[src/rtl/csr_types.sv]
// Interrupt cause codes, mip/mie bit positions, privilege encodings and the fixed
// interrupt priority order shared by the interrupt arbiter blocks.
package csr_types;

    typedef logic [4:0] exception_code_t;

    localparam exception_code_t CauseSsi = 5'd1;
    localparam exception_code_t CauseMsi = 5'd3;
    localparam exception_code_t CauseSti = 5'd5;
    localparam exception_code_t CauseMti = 5'd7;
    localparam exception_code_t CauseSei = 5'd9;
    localparam exception_code_t CauseMei = 5'd11;

    localparam int unsigned IrqSsi = 1;
    localparam int unsigned IrqMsi = 3;
    localparam int unsigned IrqSti = 5;
    localparam int unsigned IrqMti = 7;
    localparam int unsigned IrqSei = 9;
    localparam int unsigned IrqMei = 11;

    // Interrupt bits that exist at all, and the subset that exists without S-mode.
    localparam logic [11:0] IrqMaskAll = 12'hAAA;
    localparam logic [11:0] IrqMaskM   = 12'h888;

    localparam logic [1:0] PrivU = 2'd0;
    localparam logic [1:0] PrivS = 2'd1;
    localparam logic [1:0] PrivM = 2'd3;

    // Entry 0 is the highest priority; bit position equals cause code.
    localparam int unsigned NumIrq = 6;
    localparam logic [3:0] IrqPriority [NumIrq] = '{4'd11, 4'd3, 4'd7, 4'd9, 4'd1, 4'd5};

endpackage

[src/rtl/interrupt_arbiter_if.sv]
// Handshake bundle between the CSR unit / gc unit (master) and the interrupt arbiter (slave).
interface interrupt_arbiter_if;
    import csr_types::*;

    logic [11:0]     mip;
    logic [11:0]     mie;
    logic [11:0]     mideleg;
    logic            mstatus_mie;
    logic            mstatus_sie;
    logic [1:0]      privilege;
    logic            interrupt_take;
    logic            interrupt_pending;
    exception_code_t interrupt_cause;
    logic            interrupt_to_s;
    logic            wfi_wake;

    modport master (
        output mip, mie, mideleg, mstatus_mie, mstatus_sie, privilege, interrupt_take,
        input  interrupt_pending, interrupt_cause, interrupt_to_s, wfi_wake
    );

    modport slave (
        input  mip, mie, mideleg, mstatus_mie, mstatus_sie, privilege, interrupt_take,
        output interrupt_pending, interrupt_cause, interrupt_to_s, wfi_wake
    );
endinterface

[src/rtl/interrupt_priority_encoder.sv]
// Combinational fixed-priority pick over a fully qualified 12-bit eligible mask.
module interrupt_priority_encoder
    import csr_types::*;
(
    input  logic [11:0]     eligible,
    input  logic [11:0]     s_level,
    output exception_code_t cause,
    output logic            target_s,
    output logic            valid
);

    // Walk from lowest to highest priority so the highest eligible bit is written last.
    always_comb begin
        cause    = '0;
        target_s = 1'b0;
        valid    = 1'b0;
        for (int i = NumIrq - 1; i >= 0; i--) begin
            if (eligible[IrqPriority[i]]) begin
                cause    = {1'b0, IrqPriority[i]};
                target_s = s_level[IrqPriority[i]];
                valid    = 1'b1;
            end
        end
    end

endmodule

[src/rtl/interrupt_arbiter.sv]
// Qualifies pending interrupts and hands one frozen request at a time to the gc unit.
module interrupt_arbiter
    import csr_types::*;
#(
    parameter bit INCLUDE_S_MODE = 1'b0
) (
    input logic                clk,
    input logic                rst,
    interrupt_arbiter_if.slave bus
);

    typedef enum logic [1:0] {StIdle, StArmed, StCooldown} state_e;

    state_e          state_q;
    logic [11:0]     irq_mask;
    logic [11:0]     s_level;
    logic [11:0]     local_en;
    logic [11:0]     enabled;
    logic            m_global_en;
    logic            s_global_en;
    exception_code_t enc_cause;
    logic            enc_to_s;
    logic            enc_valid;

    assign irq_mask = INCLUDE_S_MODE ? IrqMaskAll : IrqMaskM;
    assign s_level  = INCLUDE_S_MODE ? (bus.mideleg & IrqMaskAll) : 12'h000;
    assign local_en = bus.mip & bus.mie & irq_mask;

    assign m_global_en = (bus.privilege != PrivM) || bus.mstatus_mie;
    // Privilege 2 is reserved; it is above S, so S-level bits stay masked there.
    assign s_global_en = (bus.privilege == PrivU) ||
                         ((bus.privilege == PrivS) && bus.mstatus_sie);

    assign enabled = local_en & ((~s_level & {12{m_global_en}}) |
                                 (s_level & {12{s_global_en}}));

    interrupt_priority_encoder u_encoder (
        .eligible (enabled),
        .s_level  (s_level),
        .cause    (enc_cause),
        .target_s (enc_to_s),
        .valid    (enc_valid)
    );

    always_ff @(posedge clk) begin
        if (!rst) begin
            state_q               <= StIdle;
            bus.interrupt_pending <= 1'b0;
            bus.interrupt_cause   <= '0;
            bus.interrupt_to_s    <= 1'b0;
            bus.wfi_wake          <= 1'b0;
        end else begin
            bus.wfi_wake <= |local_en;
            unique case (state_q)
                StIdle: begin
                    if (enc_valid) begin
                        state_q               <= StArmed;
                        bus.interrupt_pending <= 1'b1;
                        bus.interrupt_cause   <= enc_cause;
                        bus.interrupt_to_s    <= enc_to_s;
                    end
                end
                StArmed: begin
                    if (bus.interrupt_take) begin
                        state_q               <= StCooldown;
                        bus.interrupt_pending <= 1'b0;
                    end else if (!enabled[bus.interrupt_cause[3:0]]) begin
                        state_q               <= StIdle;
                        bus.interrupt_pending <= 1'b0;
                    end
                end
                StCooldown: begin
                    state_q <= StIdle;
                end
                default: begin
                    state_q               <= StIdle;
                    bus.interrupt_pending <= 1'b0;
                end
            endcase
        end
    end

    take_only_when_armed: assert property (@(posedge clk) disable iff (!rst)
        bus.interrupt_take |-> (state_q == StArmed));

endmodule

[src/flat_wrapper.sv]
// flat-port wrapper written by rule: the top's interface ports become plain ports
module interrupt_arbiter_flat import csr_types::*;
#(
    parameter bit INCLUDE_S_MODE = 1'b0
)
  (clk, rst, bus_mip, bus_mie, bus_mideleg, bus_mstatus_mie, bus_mstatus_sie, bus_privilege, bus_interrupt_take, bus_interrupt_pending, bus_interrupt_cause, bus_interrupt_to_s, bus_wfi_wake);
  interrupt_arbiter_if bus_i ();
  input logic clk;
  input logic rst;
  input wire logic [$bits(bus_i.mip)-1:0] bus_mip;
  input wire logic [$bits(bus_i.mie)-1:0] bus_mie;
  input wire logic [$bits(bus_i.mideleg)-1:0] bus_mideleg;
  input wire logic [$bits(bus_i.mstatus_mie)-1:0] bus_mstatus_mie;
  input wire logic [$bits(bus_i.mstatus_sie)-1:0] bus_mstatus_sie;
  input wire logic [$bits(bus_i.privilege)-1:0] bus_privilege;
  input wire logic [$bits(bus_i.interrupt_take)-1:0] bus_interrupt_take;
  output wire logic [$bits(bus_i.interrupt_pending)-1:0] bus_interrupt_pending;
  output wire logic [$bits(bus_i.interrupt_cause)-1:0] bus_interrupt_cause;
  output wire logic [$bits(bus_i.interrupt_to_s)-1:0] bus_interrupt_to_s;
  output wire logic [$bits(bus_i.wfi_wake)-1:0] bus_wfi_wake;
  assign bus_i.mip = bus_mip;
  assign bus_i.mie = bus_mie;
  assign bus_i.mideleg = bus_mideleg;
  assign bus_i.mstatus_mie = bus_mstatus_mie;
  assign bus_i.mstatus_sie = bus_mstatus_sie;
  assign bus_i.privilege = bus_privilege;
  assign bus_i.interrupt_take = bus_interrupt_take;
  assign bus_interrupt_pending = bus_i.interrupt_pending;
  assign bus_interrupt_cause = bus_i.interrupt_cause;
  assign bus_interrupt_to_s = bus_i.interrupt_to_s;
  assign bus_wfi_wake = bus_i.wfi_wake;
  interrupt_arbiter #(.INCLUDE_S_MODE(INCLUDE_S_MODE)) u_core (.clk(clk), .rst(rst), .bus(bus_i));
endmodule
[config.mk]
export PLATFORM = sky130hd
export DESIGN_NAME = interrupt_arbiter_flat
export DESIGN_NICKNAME = d
export VERILOG_FILES = /design/src/rtl/csr_types.sv /design/src/rtl/interrupt_arbiter_if.sv /design/src/rtl/interrupt_priority_encoder.sv /design/src/rtl/interrupt_arbiter.sv /design/src/flat_wrapper.sv
export SDC_FILE = /design/constraint.sdc
export NUM_CORES = 1
export LEC_CHECK = 0
export ABC_AREA = 1
export CAP_MARGIN = 20
export CORE_ASPECT_RATIO = 1.1
export CORE_UTILIZATION = 30
export CTS_CLUSTER_DIAMETER = 120
export DETAILED_ROUTE_END_ITERATION = 16
export PLACE_DENSITY_LB_ADDON = 0.1
export SLEW_MARGIN = 30
export SYNTH_ARGS = -nofsm -noshare
export SYNTH_HDL_FRONTEND = slang
export SYNTH_HIERARCHICAL = 1
export SYNTH_SLANG_ARGS = --single-unit
[constraint.sdc]
create_clock -name clk -period 2.3 [get_ports clk]
set_input_delay 0.575 -clock clk [delete_from_list [all_inputs] [get_ports clk]]
set_output_delay 0.575 -clock clk [all_outputs]
set_load 0.01 [all_outputs]
After elaboration in Yosys (flattened, before gate mapping) --
Index checks and enable logic that the tools add are counted.
Storage, ports and cells: RAM bits 0, ROM bits 0, input port bits 43, memories kept 0, output and inout bits 8, bits in latches 0, logic and storage cells 41, register bits 9
Operators by class: div/mod/pow operators 0, shift-type cells 0, $mul 0, add/sub/neg operators 0, reductions and logical operators 6, magnitude comparators 1, equal/unequal tests 5, bitwise gates (word level) 3, mux-type cells 22
Operator list (number):
- 2-to-1 mux 5 bit | 5
- AND 12 bit | 2
- 2-to-1 mux 1 bit | 10
- 2-to-1 mux 2 bit | 3
- less-than comparator 4 x 5 -> 1 bit, second input constant | 1
- binary-select mux 1 bit (select 4 bit) | 1
- case mux 2 bit (2 select lines) | 1
- AND reduction 2 bit | 2
- 2-to-1 mux 3 bit | 1
- inequality test 3 bit, second input constant | 1
- case mux 1 bit (3 select lines) | 1
- AND reduction 3 bit | 1
- OR reduction 3 bit | 1
- equality test 2 x 1 -> 1 bit, second input constant | 1
- equality test 2 bit, second input constant | 1
- logical NOT 2 bit | 1
- inequality test 2 x 1 -> 1 bit, second input constant | 1
- inequality test 2 bit, second input constant | 1
- logical OR 1 bit | 1
- inverter 1 bit | 1

Longest topological paths before layout --
word-level depth 11, mapped depth 14, mapped depth without buffers 14

Hierarchy --
The synthesis kept the hierarchy.
By module, submodules not included:
- interrupt_arbiter | cells each 68, instances 1, sequential area each 200.2 sq um, area each 474.2 sq um
- interrupt_priority_encoder | cells each 29, instances 1, sequential area each 0.0 sq um, area each 133.9 sq um

Worst setup path after synthesis --
OpenSTA, ideal clock, no wires.
kind in2reg, from in bus_mstatus_mie, to reg u_core.bus.interrupt_cause[0], slack 0.627 ns, setup time 0.116 ns, stages 11, data required time 2.184 ns, path buffers 0, arrival 1.557 ns, cell sequence inv_1 -> nand3_2 -> nand2_1 -> inv_1 -> inv_1 -> nand3_1 -> nand3b_1 -> nand2_2 -> inv_1 -> nor2_1 -> nor2_1
On the way: elaborated cells on any way between the ends 15, those cells by class 12 x mux; 1 x bitwise; 2 x reduce/logical
RTL lines:
- start: declaration | RTL line flat_wrapper.sv:13 | input wire logic [$bits(bus_i.mstatus_mie)-1:0] bus_mstatus_mie;
- logical OR 1 bit | RTL line interrupt_arbiter.sv:29 | assign m_global_en = (bus.privilege != PrivM) || bus.mstatus_mie;
- AND 12 bit | RTL line interrupt_arbiter.sv:34 | assign enabled = local_en & ((~s_level & {12{m_global_en}}) |
- via u_core.enabled[3] | RTL line interrupt_arbiter.sv:18 | logic [11:0] enabled;
- 2-to-1 mux 1 bit (2 in a row) | RTL line interrupt_priority_encoder.sv:18 | if (eligible[IrqPriority[i]]) begin
- via u_core.enc_valid | RTL line interrupt_arbiter.sv:23 | logic enc_valid;
- AND reduction 2 bit (no source line)
- end signal: assignment | RTL line interrupt_arbiter.sv:59 | bus.interrupt_cause <= enc_cause;
- end: declaration | RTL line interrupt_arbiter_if.sv:24 | output interrupt_pending, interrupt_cause, interrupt_to_s, wfi_wake
The timed path passes the listed nets, and every way through them passes these cells. A chain may end at the register's enable or synchronous reset.

Worst setup path in the final report --
from in bus_privilege[1], to reg u_core.bus.interrupt_cause[2]
On the way: elaborated cells on any way between the ends 16, those cells by class 1 x eq/ne; 12 x mux; 1 x bitwise; 2 x reduce/logical
RTL lines:
- start: declaration | RTL line flat_wrapper.sv:15 | input wire logic [$bits(bus_i.privilege)-1:0] bus_privilege;
- inequality test 2 bit | RTL line interrupt_arbiter.sv:29
- logical OR 1 bit | RTL line interrupt_arbiter.sv:29
- AND 12 bit | RTL line interrupt_arbiter.sv:34
- via u_core.enabled[3] | RTL line interrupt_arbiter.sv:18
- 2-to-1 mux 1 bit (2 in a row) | RTL line interrupt_priority_encoder.sv:18
- via u_core.enc_valid | RTL line interrupt_arbiter.sv:23
- AND reduction 2 bit (no source line)
The timed path passes the listed nets, and every way through them passes these cells.

==> summary.txt <==
Outcome
  • Status: finished, final reports clean

Setup path
  • CP Launch Type: input pin
  • Worst path bufs/invs: 4
  • WP data arrival: between 2 and 2.5 ns
  • Critical Path, Cell by Cell: clkdlybuf4s50_1 > nand3_2 > nand2_1 > inv_1 > inv_1 > nand3_1 > nand3b_1 > nand2_2 > buf_4 > o21ai_0 > a21oi_1
  • CP endpoint kind: flop
  • Critical path class: in2reg
  • Cell family with most CP delay: buffers and inverters
  • Top cell by count, worst path: inv_1
  • CP max stage cell: clkdlybuf4s50_1
  • R2R cell count: 5
  • CP peak stage delay: around 0.5 ns
  • Required time worst endpoint: about 2.5 ns
  • Critical R2R Launch: u_core/state_q[1]
  • Reg2reg end: u_core/bus.interrupt_to_s
  • CP Max Fanout: 6
  • Flop-to-flop setup slack: 1.22 ns

Power and ir drop
  • Max VDD drop: 0.228 mV
  • Cell Int Power: between 0.3 and 0.4 mW
  • PD cells: between 500 and 600 mW/mm²
  • Sw Pwr: 0.141 mW
  • Comb pwr share: 29.0%
  • Switching Fraction: around 28%
  • Lkg Pwr: about 0.48 nW
  • Register share of total power: between 40% and 50%
  • Clk network pwr share: approximately 31%

Logic synthesis
  • Post-Synth Adder-Cell Area: 0%
  • Post-synthesis register bit count: 10
  • Warnings from Yosys: 6
  • Largest family of logic cells by synthesized area: simple AND/OR/NAND/NOR gates
  • Post-synthesis cell area: 608 µm²
  • Simple-gate portion of the synthesized area: between 30% and 40%
  • Synth cell types: 20
  • Compound-Gate Fraction of Synth Area: around 14%
  • Cells after Synth: just under 100
  • Seq/Total Area, Yosys: 32.9%
  • Post-synthesis xor/xnor area fraction: 0%
  • Syn_area_per_cell: 6.27 µm²
  • Multiplexer share of the synthesized area: 0%

Route
  • WL met2: around 550 µm
  • DR pass1 iterations: 4
  • Drt wl/cell: 7.30 µm
  • Drt first-iter violations: 9
  • Detail Route met3 WL: between 30 and 40 µm
  • DRT antenna net count: 0
  • Final wirelength: about 1200 µm
  • Highest metal used: met4
  • Vias: 636
  • Number of remaining DRC errors: 0
  • Vias per inst: just under 4
  • DRT met1 WL: just under 600 µm

Clock network
  • Resized Gates After CTS: 0
  • H-tree depth: 1
  • CTS Sinks: 10
  • Clock Tree Buf Depth: 2
  • Root buffer cell: clkbuf_4
  • Count of hold-fix buffers inserted at cts: 0
  • Worst-Skew Late Latency: about 0.26 ns
  • Clock Pin Slew Worst Setup and Hold Paths: 0.07 ns
  • Cts bufs inserted: 3
  • CTS tree: yes
  • Post CTS Setup Buffer Count: 0

Die
  • Core Rows: 16
  • Full die area: roughly 0.0022 mm²
  • Die Y: a little under 50 µm
  • CORE AREA: approximately 0.0018 mm²
  • Die span in x: 44.9 µm
  • IO Pins: 51
  • Initial core utilization: between 30% and 40%

STA
  • Final WS setup: approximately 0.31 ns
  • Tcrit/Tclk final: 86.7%
  • Clock Skew: roughly 0.0011 ns
  • Total Neg Setup Slack: 0 ns
  • Final-report max-slew violation count: 0
  • Max Clk Rate: ~0.50 GHz
  • Final min period: between 1.5 and 2 ns
  • Final hold viol count: 0
  • Final setup fails: 0
  • RSZ-0062 raised after global routing: no

Place
  • Final HPWL DP: around 1000 µm
  • Dpl ws: 0.0363 ns
  • I/O Buffers: 19
  • Routability cong.: between 0.6 and 0.7

Hold path
  • Hold WC Path Type: reg2reg
  • Hold Path Origin: u_core/bus.interrupt_pending
  • Hold EP: u_core/bus.interrupt_pending
  • Hold depth: 2

GRT
  • Initial antenna violation count: 0
  • Largest net degree at the start of global routing: 9
  • GRT Util Overall: 13.4%
  • Overflow after GRT: 0
  • Vias in the first global route: 567
  • Global-route wire length before repair: between 2000 and 2500 µm

Layout
  • Nets@finish: ~180
  • Area growth from synthesis to layout: 56.4%
  • Most frequent cells in the layout: nand2_1 (21), clkdlybuf4s50_1 (19), nor2_1 (18)
  • Antenna cells: 0
  • Most common cell after layout, fill and taps aside: nand2_1
  • Layout cells sized above 1: approximately 14%

Run
  • Maxcap violations: 0
==> Yosys cell counts <==
| library cell | number | area share, % |
|---|---|---|
| inv_1 | 16 | 9.9 |
| dfxtp_1 | 10 | 33 |
| nand2_1 | 21 | 13 |
| nand3b_1 | 1 | 1.2 |
| o21ai_0 | 6 | 4.9 |
| nor2_1 | 18 | 11 |
| a21oi_2 | 2 | 2.9 |
| a21oi_1 | 2 | 1.6 |
| buf_4 | 2 | 2.5 |
| nor2_2 | 2 | 2.1 |
| inv_2 | 1 | 0.62 |
| nand2_2 | 2 | 2.1 |
| o31ai_1 | 2 | 2.5 |
| a31oi_1 | 2 | 2.1 |
| nand3_1 | 2 | 1.6 |
| nand3_2 | 3 | 4.9 |
| or2_0 | 1 | 1.0 |
| nand4_1 | 1 | 1.0 |
| nor3_1 | 1 | 0.82 |
| conb_1 | 2 | 1.2 |
==> tightest hold or removal path, stage by stage, from the launching register on <==
cell     delay, ns
dfxtp_1       0.32
nand2_2       0.07
a21oi_2       0.04
==> layout make-up <==
cell class	instances	area, µm²
inverters	17	63.8
repair buffers	25	235
multi-input cells	82	382
flip-flops and latches	10	200
well taps	27	33.8
fillers	221	891
clock buffers	4	36.3
==> power by group through the flow <==
stage	sequential, mW	clock (mW)	combinational, mW
after floorplan	0.214	0	0.0667
after detailed placement	0.208	0	0.147
after CTS	0.204	0.160	0.148
after global routing	0.206	0.168	0.167
after global placement	0.207	0	0.146
final	0.204	0.157	0.147
==> per-layer routing <==
metal	up-vias	track usage (%)
met5	-	0
met4	0	10.6
met3	2	2.22
met2	12	19.8
met1	258	16.7
li1	364	-
==> logic make-up after synthesis <==
kind of cell | Yosys count
simple gates | 52
other cells | 2
flops | 10
compound gates | 14
buf+inv | 19
==> through the flow <==
stage	utilization (%)	instance area (µm²)	instances	hold slack [ns]	power, mW
floorplan	-	661	111	0.487	0.281
global placement	49.7	915	161	0.455	0.354
detailed placement	49.7	915	161	0.461	0.355
CTS	51.6	951	165	0.471	0.511
global route	51.6	951	165	0.493	0.542
finish	51.6	951	165	0.468	0.507
==> sequential cells by signal, indices dropped and copies added, names as in the netlist <==
| register | cells |
|---|---|
| u_core/state_q | 2 |
| u_core/bus.wfi_wake | 1 |
| u_core/bus.interrupt_pending | 1 |
| u_core/bus.interrupt_cause | 5 |
| u_core/bus.interrupt_to_s | 1 |
==> how the worst max path moves through the flow <==
| stage | start | end | slack (ns) | depth (start not counted) |
|---|---|---|---|---|
| 3_5_place_dp | bus_privilege[0] | u_core/bus.interrupt_cause[2] | 0.04 | 11 |
| 3_3_place_gp | bus_privilege[0] | u_core/bus.interrupt_cause[0] | 0.06 | 11 |
| 5_1_grt | bus_privilege[0] | u_core/bus.interrupt_cause[4] | 0.11 | 11 |
| 4_1_cts | bus_privilege[1] | u_core/bus.interrupt_cause[0] | 0.31 | 11 |
| 2_1_floorplan | bus_mstatus_mie | u_core/bus.interrupt_cause[0] | 0.63 | 11 |
| 6_report | bus_privilege[1] | u_core/bus.interrupt_cause[2] | 0.31 | 11 |
(Power assumes the default switching activity.)
